### src/rtl/load_store_unit_pkg.sv
// Shared RV32I definitions: LSU state encoding, load/store funct3 codes,
// data-bus request record and request legality helpers.
package riscv_defs;

  localparam int unsigned XLEN = 32;

  typedef enum logic [1:0] {
    IDLE,
    REQ,
    RESP
  } lsu_state_t;

  localparam logic [2:0] F3_LB  = 3'b000;
  localparam logic [2:0] F3_LH  = 3'b001;
  localparam logic [2:0] F3_LW  = 3'b010;
  localparam logic [2:0] F3_LBU = 3'b100;
  localparam logic [2:0] F3_LHU = 3'b101;
  localparam logic [2:0] F3_SB  = 3'b000;
  localparam logic [2:0] F3_SH  = 3'b001;
  localparam logic [2:0] F3_SW  = 3'b010;

  typedef struct packed {
    logic [XLEN-1:0] addr;
    logic [3:0]      be;
    logic [XLEN-1:0] wdata;
    logic            we;
  } bus_req_t;

  function automatic logic lsu_illegal(input logic rd, input logic wr,
                                       input logic [2:0] f3);
    logic ld_ok;
    logic st_ok;
    ld_ok = (f3 == F3_LB) || (f3 == F3_LH) || (f3 == F3_LW) ||
            (f3 == F3_LBU) || (f3 == F3_LHU);
    st_ok = (f3 == F3_SB) || (f3 == F3_SH) || (f3 == F3_SW);
    return (rd & wr) | (rd & ~ld_ok) | (wr & ~st_ok);
  endfunction

  // Size lives in funct3[1:0]; only meaningful once the request is known legal.
  function automatic logic lsu_misaligned(input logic [2:0] f3,
                                          input logic [1:0] addr_lo);
    return ((f3[1:0] == 2'b01) & addr_lo[0]) |
           ((f3[1:0] == 2'b10) & (addr_lo != 2'b00));
  endfunction

endpackage

### src/rtl/lsu_align.sv
// Byte-lane steering for the LSU: store strobes/replication on the way out,
// lane extraction with sign/zero extension on the way back.
module lsu_align
  import riscv_defs::*;
(
  input  logic [2:0]      st_funct3_i,
  input  logic [1:0]      st_addr_lo_i,
  input  logic [XLEN-1:0] st_data_i,
  output logic [3:0]      st_be_o,
  output logic [XLEN-1:0] st_wdata_o,
  input  logic [2:0]      ld_funct3_i,
  input  logic [1:0]      ld_addr_lo_i,
  input  logic [XLEN-1:0] ld_rdata_i,
  output logic [XLEN-1:0] ld_data_o
);

  logic [7:0]  ld_byte;
  logic [15:0] ld_half;

  always_comb begin
    st_be_o    = 4'b1111;
    st_wdata_o = st_data_i;
    case (st_funct3_i[1:0])
      2'b00: begin
        st_be_o    = 4'b0001 << st_addr_lo_i;
        st_wdata_o = {4{st_data_i[7:0]}};
      end
      2'b01: begin
        st_be_o    = 4'b0011 << {st_addr_lo_i[1], 1'b0};
        st_wdata_o = {2{st_data_i[15:0]}};
      end
      default: ;
    endcase
  end

  always_comb begin
    ld_byte   = ld_rdata_i[{ld_addr_lo_i, 3'b000} +: 8];
    ld_half   = ld_addr_lo_i[1] ? ld_rdata_i[31:16] : ld_rdata_i[15:0];
    ld_data_o = ld_rdata_i;
    case (ld_funct3_i)
      F3_LB:   ld_data_o = {{24{ld_byte[7]}}, ld_byte};
      F3_LBU:  ld_data_o = {24'h0, ld_byte};
      F3_LH:   ld_data_o = {{16{ld_half[15]}}, ld_half};
      F3_LHU:  ld_data_o = {16'h0, ld_half};
      default: ;
    endcase
  end

endmodule

### src/rtl/load_store_unit.sv
// RV32I load/store unit: one req/ack data-bus transaction per request, with
// fault reporting for illegal/misaligned requests and bus timeouts.
module load_store_unit
  import riscv_defs::*;
#(
  parameter int unsigned NB_WORD        = 32,
  parameter int unsigned NB_REG         = 5,
  parameter int unsigned TIMEOUT_CYCLES = 256
) (
  input  logic               i_clock,
  input  logic               i_reset,
  input  logic               i_valid,
  input  logic               i_dmem_rd,
  input  logic               i_dmem_wr,
  input  logic [2:0]         i_ld_st_funct3,
  input  logic [NB_REG-1:0]  i_rd,
  input  logic [NB_WORD-1:0] i_addr,
  input  logic [NB_WORD-1:0] i_store_data,
  output logic               o_busy,
  output logic               o_bus_req,
  output logic               o_bus_we,
  output logic [NB_WORD-1:0] o_bus_addr,
  output logic [3:0]         o_bus_be,
  output logic [NB_WORD-1:0] o_bus_wdata,
  input  logic               i_bus_ack,
  input  logic [NB_WORD-1:0] i_bus_rdata,
  output logic               o_ld_valid,
  output logic [NB_WORD-1:0] o_ld_data,
  output logic [NB_REG-1:0]  o_ld_rd,
  output logic               o_misaligned,
  output logic               o_illegal,
  output logic               o_bus_error,
  output logic [NB_WORD-1:0] o_fault_addr
);

  localparam int unsigned     CNT_W   = $clog2(TIMEOUT_CYCLES + 1);
  localparam logic [CNT_W-1:0] CNT_LIM = CNT_W'(TIMEOUT_CYCLES);

  lsu_state_t         state_q;
  bus_req_t           bus_q;
  logic               req_q;
  logic [NB_WORD-1:0] addr_q;
  logic [2:0]         f3_q;
  logic [NB_REG-1:0]  rd_q;
  logic [CNT_W-1:0]   cnt_q;
  logic               ld_valid_q;
  logic [NB_WORD-1:0] ld_data_q;
  logic               mis_q;
  logic               ill_q;
  logic               berr_q;
  logic [NB_WORD-1:0] fault_addr_q;

  logic               accept;
  logic               illegal_d;
  logic               misaligned_d;
  logic [CNT_W-1:0]   cnt_d;
  logic [3:0]         st_be;
  logic [NB_WORD-1:0] st_wdata;
  logic [NB_WORD-1:0] ld_ext;

  assign accept       = i_valid & (i_dmem_rd | i_dmem_wr);
  assign illegal_d    = lsu_illegal(i_dmem_rd, i_dmem_wr, i_ld_st_funct3);
  assign misaligned_d = ~illegal_d & lsu_misaligned(i_ld_st_funct3, i_addr[1:0]);
  assign cnt_d        = cnt_q + 1'b1;

  lsu_align u_align (
    .st_funct3_i  (i_ld_st_funct3),
    .st_addr_lo_i (i_addr[1:0]),
    .st_data_i    (i_store_data),
    .st_be_o      (st_be),
    .st_wdata_o   (st_wdata),
    .ld_funct3_i  (f3_q),
    .ld_addr_lo_i (addr_q[1:0]),
    .ld_rdata_i   (i_bus_rdata),
    .ld_data_o    (ld_ext)
  );

  always_ff @(posedge i_clock or posedge i_reset) begin
    if (i_reset) begin
      state_q      <= IDLE;
      bus_q        <= '0;
      req_q        <= 1'b0;
      addr_q       <= '0;
      f3_q         <= '0;
      rd_q         <= '0;
      cnt_q        <= '0;
      ld_valid_q   <= 1'b0;
      ld_data_q    <= '0;
      mis_q        <= 1'b0;
      ill_q        <= 1'b0;
      berr_q       <= 1'b0;
      fault_addr_q <= '0;
    end else begin
      ld_valid_q <= 1'b0;
      mis_q      <= 1'b0;
      ill_q      <= 1'b0;
      berr_q     <= 1'b0;
      case (state_q)
        IDLE: begin
          if (accept) begin
            addr_q      <= i_addr;
            f3_q        <= i_ld_st_funct3;
            rd_q        <= i_rd;
            bus_q.addr  <= {i_addr[NB_WORD-1:2], 2'b00};
            bus_q.be    <= st_be;
            bus_q.wdata <= st_wdata;
            bus_q.we    <= i_dmem_wr;
            if (illegal_d || misaligned_d) begin
              ill_q        <= illegal_d;
              mis_q        <= misaligned_d;
              fault_addr_q <= i_addr;
            end else begin
              req_q   <= 1'b1;
              cnt_q   <= '0;
              state_q <= REQ;
            end
          end
        end
        REQ: begin
          // Ack is checked before the limit so a last-cycle ack still completes.
          if (i_bus_ack) begin
            req_q <= 1'b0;
            if (bus_q.we) begin
              state_q <= IDLE;
            end else begin
              ld_data_q  <= ld_ext;
              ld_valid_q <= 1'b1;
              state_q    <= RESP;
            end
          end else if (cnt_d == CNT_LIM) begin
            req_q        <= 1'b0;
            berr_q       <= 1'b1;
            fault_addr_q <= addr_q;
            state_q      <= IDLE;
          end else begin
            cnt_q <= cnt_d;
          end
        end
        RESP: state_q <= IDLE;
        default: state_q <= IDLE;
      endcase
    end
  end

  assign o_busy       = (state_q != IDLE);
  assign o_bus_req    = req_q;
  assign o_bus_we     = bus_q.we;
  assign o_bus_addr   = bus_q.addr;
  assign o_bus_be     = bus_q.be;
  assign o_bus_wdata  = bus_q.wdata;
  assign o_ld_valid   = ld_valid_q;
  assign o_ld_data    = ld_data_q;
  assign o_ld_rd      = rd_q;
  assign o_misaligned = mis_q;
  assign o_illegal    = ill_q;
  assign o_bus_error  = berr_q;
  assign o_fault_addr = fault_addr_q;

endmodule

### config.mk
export PLATFORM = sky130hd
export DESIGN_NAME = load_store_unit
export DESIGN_NICKNAME = d
export VERILOG_FILES = /design/src/rtl/load_store_unit_pkg.sv /design/src/rtl/lsu_align.sv /design/src/rtl/load_store_unit.sv
export SDC_FILE = /design/constraint.sdc
export NUM_CORES = 1
export LEC_CHECK = 0
export CORE_MARGIN = 4
export CORE_UTILIZATION = 35
export CTS_BUF_LIST = sky130_fd_sc_hd__clkbuf_4
export CTS_CLUSTER_DIAMETER = 80
export CTS_CLUSTER_SIZE = 28
export DETAILED_ROUTE_END_ITERATION = 10
export HOLD_SLACK_MARGIN = 0.08
export PLACE_DENSITY_LB_ADDON = 0.12
export SYNTH_ARGS = -nofsm -noshare
export SYNTH_HDL_FRONTEND = slang
export SYNTH_SLANG_ARGS = --single-unit
### constraint.sdc
create_clock -name i_clock -period 15.7 [get_ports i_clock]
set_input_delay 3.925 -clock i_clock [delete_from_list [all_inputs] [get_ports i_clock]]
set_output_delay 3.925 -clock i_clock [all_outputs]
set_load 0.02 [all_outputs]
== Word level (Yosys, flattened, before mapping) ==
Index checks and enable logic that the tools add are counted.
Widths: inputs -> output; s select.

* Add/sub/neg operators: 1
* Eq/ne operators: 18
* Shifts and indexed selects: 3
* Mux-type cells: 37
* Bitwise logic cells: 15
* Reductions and logical operators: 18

{| class="wikitable"
|+ Operator list
! kind !! count
|-
| $mux 32 || 4
|-
| $pmux 32 s2 || 2
|-
| $pmux 32 s4 || 1
|-
| $mux 9 || 4
|-
| $shiftx 32x6->8 || 1
|-
| $pmux 9 s2 || 1
|-
| $mux 1 || 16
|-
| $mux 16 || 1
|-
| $eq 3x3->1 const B || 4
|-
| $ne 2x2->1 const B || 6
|-
| $mux 2 || 5
|-
| $reduce_and 5->1 || 2
|-
| $add 9x1->9 const B || 1
|-
| $eq 9x9->1 const B || 1
|-
| $pmux 4 s2 || 1
|-
| $and 1x1->1 || 7
|-
| $eq 3x1->1 const B || 2
|-
| $logic_not 3->1 || 2
|-
| $reduce_and 3->1 || 2
|-
| $reduce_bool 2->1 || 3
|-
| $logic_or 1x1->1 || 5
|-
| $eq 2x1->1 const B || 2
|-
| $logic_not 2->1 || 2
|-
| $not 1->1 || 4
|-
| other kinds (10) || 13
|}

* Bits in registers: 187
* Input bits: 110
* Output and inout bits: 144
* Word-level logic and storage cells: 108

== Longest topological paths before layout ==
* Depth in word-level cells: 15
* Mapped depth: 8
* Mapped depth without buffers: 6

== Cells and area by module ==
A second synthesis with hierarchy kept.

* Cell total of the unflattened synthesis: 652
* Area total of the unflattened synthesis: 7757.4 µm²

{| class="wikitable"
|+ By module, submodules not included
! module !! instances !! cells an instance !! area each (µm²) !! seq. area each (µm²)
|-
| load_store_unit || 1 || 467 || 6522.5 || 3928.8
|-
| lsu_align || 1 || 185 || 1234.9 || 0.0
|}

== Worst setup path after synthesis ==
OpenSTA, ideal clock, no wires.

* Kind: input to register
* Start: in i_ld_st_funct3[0]
* End: reg fault_addr_q[0] (netlist: o_fault_addr[0])
* Library setup time: 143 ps
* Arrival: 5150 ps
* Slack: 10407 ps
* Stages on the path: 6
* Path buffers: 2
* Path through: buf_4 > a211oi_1 > a211oi_2 > a2bb2oi_2 > buf_1 > a2bb2oi_2

* Word-level cells in the longest chain between the ends: 14

{| class="wikitable"
|+ Ends and longest elaborated chain
! what !! RTL line !! source
|-
| from (decl) || load_store_unit.sv:15 || <nowiki>input logic [2:0] i_ld_st_funct3,</nowiki>
|-
| $eq 3x1->1 / $logic_not 3->1 (equally long branches) || load_store_unit_pkg.sv:33, load_store_unit_pkg.sv:35 ||
|-
| $logic_or 1x1->1 (2 in a row) || load_store_unit_pkg.sv:33, load_store_unit_pkg.sv:35 ||
|-
| $logic_or 1x1->1 || load_store_unit_pkg.sv:33 || <nowiki>ld_ok = (f3 == F3_LB) || (f3 == F3_LH) || (f3 == F3_LW) ||</nowiki>
|-
| $logic_or 1x1->1 || load_store_unit_pkg.sv:34 || <nowiki>(f3 == F3_LBU) || (f3 == F3_LHU);</nowiki>
|-
| $not 1->1 || load_store_unit_pkg.sv:36 || <nowiki>return (rd & wr) | (rd & ~ld_ok) | (wr & ~st_ok);</nowiki>
|-
| $and 1x1->1 || load_store_unit_pkg.sv:36 ||
|-
| $or 1x1->1 (2 in a row) || load_store_unit_pkg.sv:36 ||
|-
| $not 1->1 || load_store_unit.sv:63 || <nowiki>assign misaligned_d = ~illegal_d & lsu_misaligned(i_ld_st_funct3, i_addr[1:0]);</nowiki>
|-
| $and 1x1->1 || load_store_unit.sv:63 ||
|-
| $logic_or 1x1->1 (*) || load_store_unit.sv:108 || <nowiki>if (illegal_d || misaligned_d) begin</nowiki>
|-
| $ne 2x2->1 (no line) (*) || - ||
|-
| $reduce_and 5->1 (no line) (*) || - ||
|-
| to (signal assigned) || load_store_unit.sv:111 || <nowiki>fault_addr_q <= i_addr;</nowiki>
|-
| to (signal assigned) || load_store_unit.sv:133 || <nowiki>fault_addr_q <= addr_q;</nowiki>
|-
| to (decl) || load_store_unit.sv:51 || <nowiki>logic [NB_WORD-1:0] fault_addr_q;</nowiki>
|}

Every way passes the cells marked *; elsewhere a longest branch is shown, timed or not.
A chain may end at the register's enable or synchronous reset.

== Worst setup path in the final report ==
* Start: in i_ld_st_funct3[0]
* End: reg fault_addr_q[31] (netlist: o_fault_addr[31])

The elaborated chain is that of the path after synthesis.

==> flow_summary_export.csv <==
group,metric,value,unit
status,status,"completed",
grt,gr-usage-all-layers,0.177,
finish,fillCellCount,1907,
min_path,hold_path.class,"reg2reg",
yosys,syn-cell-area,7540,um2
route,drtPass1Iterations,5,
power_and_ir_drop,ir_drop,0.0616,mV
critical_path,crit_fanout,33,
route,num_vias,5984,
grt,grt_antenna_before_repair,1,
power_and_ir_drop,power.density,162,nW/um2
critical_path,worst_setup_path_start_kind,"input port",
placed_design,portBuffers,251,
floorplan,io_pins,254,
timing,fin_crit_sh,0.417,
critical_path,crit_type,"in2reg",
floorplan,die_w,155,um
route,ant_nets,0,
yosys,synth_cell_type_count,53,
placed_design,routabilityCongestion,0.821,
floorplan,initial_core_util,0.358,
timing,rsz0062_at_grt,"false",
placed_design,dp_slack,8540,ps
yosys,synth_ff_type,"dfrtp_1",
timing,finalHoldViolCount,0,
min_path,worstHoldPathCells,2,
timing,worstMarginPinSlew,1190,ps
critical_path,r2r.worst_path.cells,5,
timing,max_slew_margin,0.204,
clock_network,cts_buffers,17,
route,drt_iter0_markers,307,
finish,fin_util,0.489,
yosys,synth_top_area_frac,0.521,
yosys,syn_area_per_cell,11.2,um2
critical_path,arrival,7000,ps
placed_design,placed_area,10000,um2
yosys,yosysSeqAreaShare,0.521,
grt,grt_max_degree,111,
finish,nNetsFinal,987,
floorplan,dieArea,24000,um2
critical_path,cp-end-kind,"register",
floorplan,die_y,155,um
power_and_ir_drop,leakage,4.21,nW
yosys,synthesis.instances,675,
timing,slew_viol_final,0,
grt,grt_pass1_vias,6217,
clock_network,cts_resized,0,
timing,timing.fmax,153,MHz
clock_network,cts_tree,"yes",
grt,grt_pass1_wl,33.9,mm
yosys,synth-async-reset-ratio,1.00,
run,cap_viol_max_count,0,
yosys,ys_ff_latch,157,
timing,finalClockSkew,24.3,ps
yosys,synth_top_cell_by_area,"dfrtp_1",
floorplan,core.rowCount,53,
finish,final_cell_area,10300,um2
critical_path,required,16150,ps
yosys,netlist_top_cells_area,"dfrtp_1, mux2_2, a2bb2oi_2",
finish,area.growth.synth_to_final,36.6,%
clock_network,path_clk_slew,130,ps
clock_network,cts_root_buf,"clkbuf_4",
clock_network,clk_latency,530,ps
route,routed_wl,21.5,mm
route,wire_per_inst,18.4,um
grt,overflow,0,
yosys,synth_edf_count,0,
timing,setup_viol,0,
finish,drive_gt1_frac,0.150,
clock_network,clock_path_buffers,2,
route,viasPerCell,5.14,
timing,final.setup.worst_slack,9150,ps
placed_design,hpwl,15.5,mm
power_and_ir_drop,p_total,1.67,mW
floorplan,coreArea,21100,um2
clock_network,h-tree-depth,4,
yosys,yosysWarnings,0,
clock_network,post-cts-setup-buffers,0,
clock_network,cts_hold_buf,0,
clock_network,cts.sinks,157,
timing,fin_setup_tns,0,ps
route,drc,0,
timing,fin_crit,6550,ps
-- worst paths after layout --
kind                                                end  slack, ps                        start
max                        o_fault_addr[31]$_DFFE_PP0P_       9150            i_ld_st_funct3[0]
min                         o_bus_wdata[24]$_DFFE_PP0P_        500  o_bus_wdata[24]$_DFFE_PP0P_
max reg2reg                    o_ld_data[5]$_DFFE_PP0P_      13270          f3_q[1]$_DFFE_PP0P_
min reg2reg                 o_bus_wdata[24]$_DFFE_PP0P_        500  o_bus_wdata[24]$_DFFE_PP0P_
max in group asynchronous   o_fault_addr[1]$_DFFE_PP0P_      10300                      i_reset
min in group asynchronous        addr_q[15]$_DFFE_PP0P_       3900                      i_reset
-- sequential cells by signal, summed over array words and instances, names as in the netlist --
register / flops
addr_q: 32
o_bus_wdata: 32
o_fault_addr: 32
o_ld_data: 32
cnt_q: 9
o_ld_rd: 5
o_bus_be: 4
f3_q: 3
state_q: 2
o_bus_error: 1
o_bus_req: 1
o_bus_we: 1
o_illegal: 1
o_ld_valid: 1
o_misaligned: 1
-- where the power goes --
group / leakage [nW] / internal (mW) / switching, mW
logic: 2.21 / 0.391 / 0.371
clock network: 0.154 / 0.117 / 0.142
registers: 1.85 / 0.538 / 0.107
total: 4.21 / 1.05 / 0.620
-- kinds of logic (layout without fill, tap and decap cells) --
group,count (synthesis),after routing,share of synthesized area
other cells,1,3,0.000497
buf+inv,88,301,0.0687
fa+ha+maj,1,1,0.00166
flops,157,157,0.521
mux,82,82,0.119
compound gates,201,201,0.203
simple gates,145,145,0.0864
-- worst max-delay path, cell delays in order --
cell and delay, ps:
clkdlybuf4s50_1 1000, a211oi_1 120, a211oi_2 420, a2bb2oi_4 170, buf_4 430, a21boi_4 250
buf_4 470, a2bb2oi_1 180
-- Yosys cell counts (2+ instances only) --
cell type and count:
dfrtp_1 157, nand2_1 57, a21oi_1 55, nor2_1 54, mux2_2 49, buf_4 35
o21ai_0 34, mux2i_1 32, o22ai_1 32, a2bb2oi_2 31, clkbuf_1 20, buf_2 15
a2bb2oi_1 9, inv_1 9, a31oi_1 7, nand2b_1 7, a221oi_1 5, buf_6 5
a31oi_2 4, and3_1 4, nand3_1 4, nor3b_1 4, a21o_1 3, buf_1 3
nor2b_1 3, o21a_1 3, a211oi_1 2, a22o_1 2, and2b_1 2, nand3b_1 2
nor3_1 2, o21ai_1 2, o221ai_1 2
-- per-stage QoR --
step           hold slack (ps)  cells
2_1_floorplan              481    676
3_3_place_gp               463   1132
3_5_place_dp               473   1132
4_1_cts                    506   1164
5_1_grt                    539   1165
6_report                   500   1165
-- cell type report --
class / instances / area, um2 / area share
Sequential cell: 157 / 3930 / 0.381
Multi-Input combinational cell: 431 / 3120 / 0.302
Timing Repair Buffer: 259 / 2570 / 0.250
Tap cell: 275 / 344 / 0.0334
Clock buffer: 21 / 158 / 0.0153
Clock inverter: 11 / 143 / 0.0138
Inverter: 10 / 42.5 / 0.00413
Antenna cell: 1 / 2.50 / 0.000243
-- cell usage in the layout, fill, tap and decap left out, types with 5 or more instances in the layout --
| cell | instances |
|---|---|
| a221oi_1 | 5 |
| o21ai_0 | 34 |
| buf_4 | 8 |
| nand2b_1 | 7 |
| mux2_2 | 49 |
| a2bb2oi_2 | 30 |
| dfrtp_1 | 157 |
| nor2_1 | 54 |
| a31oi_1 | 7 |
| clkbuf_4 | 21 |
| a2bb2oi_1 | 9 |
| inv_1 | 8 |
| nand2_1 | 57 |
| mux2i_1 | 32 |
| o22ai_1 | 32 |
| clkdlybuf4s50_1 | 251 |
| a21oi_1 | 55 |
-- metal layers --
metal  part of all wire  GRT usage
met5                  0          0
met1               0.42      0.225
met4             0.0093     0.0328
met2               0.50      0.298
met3              0.074     0.0596
No activity file was read; power rests on OpenSTA's default activity.
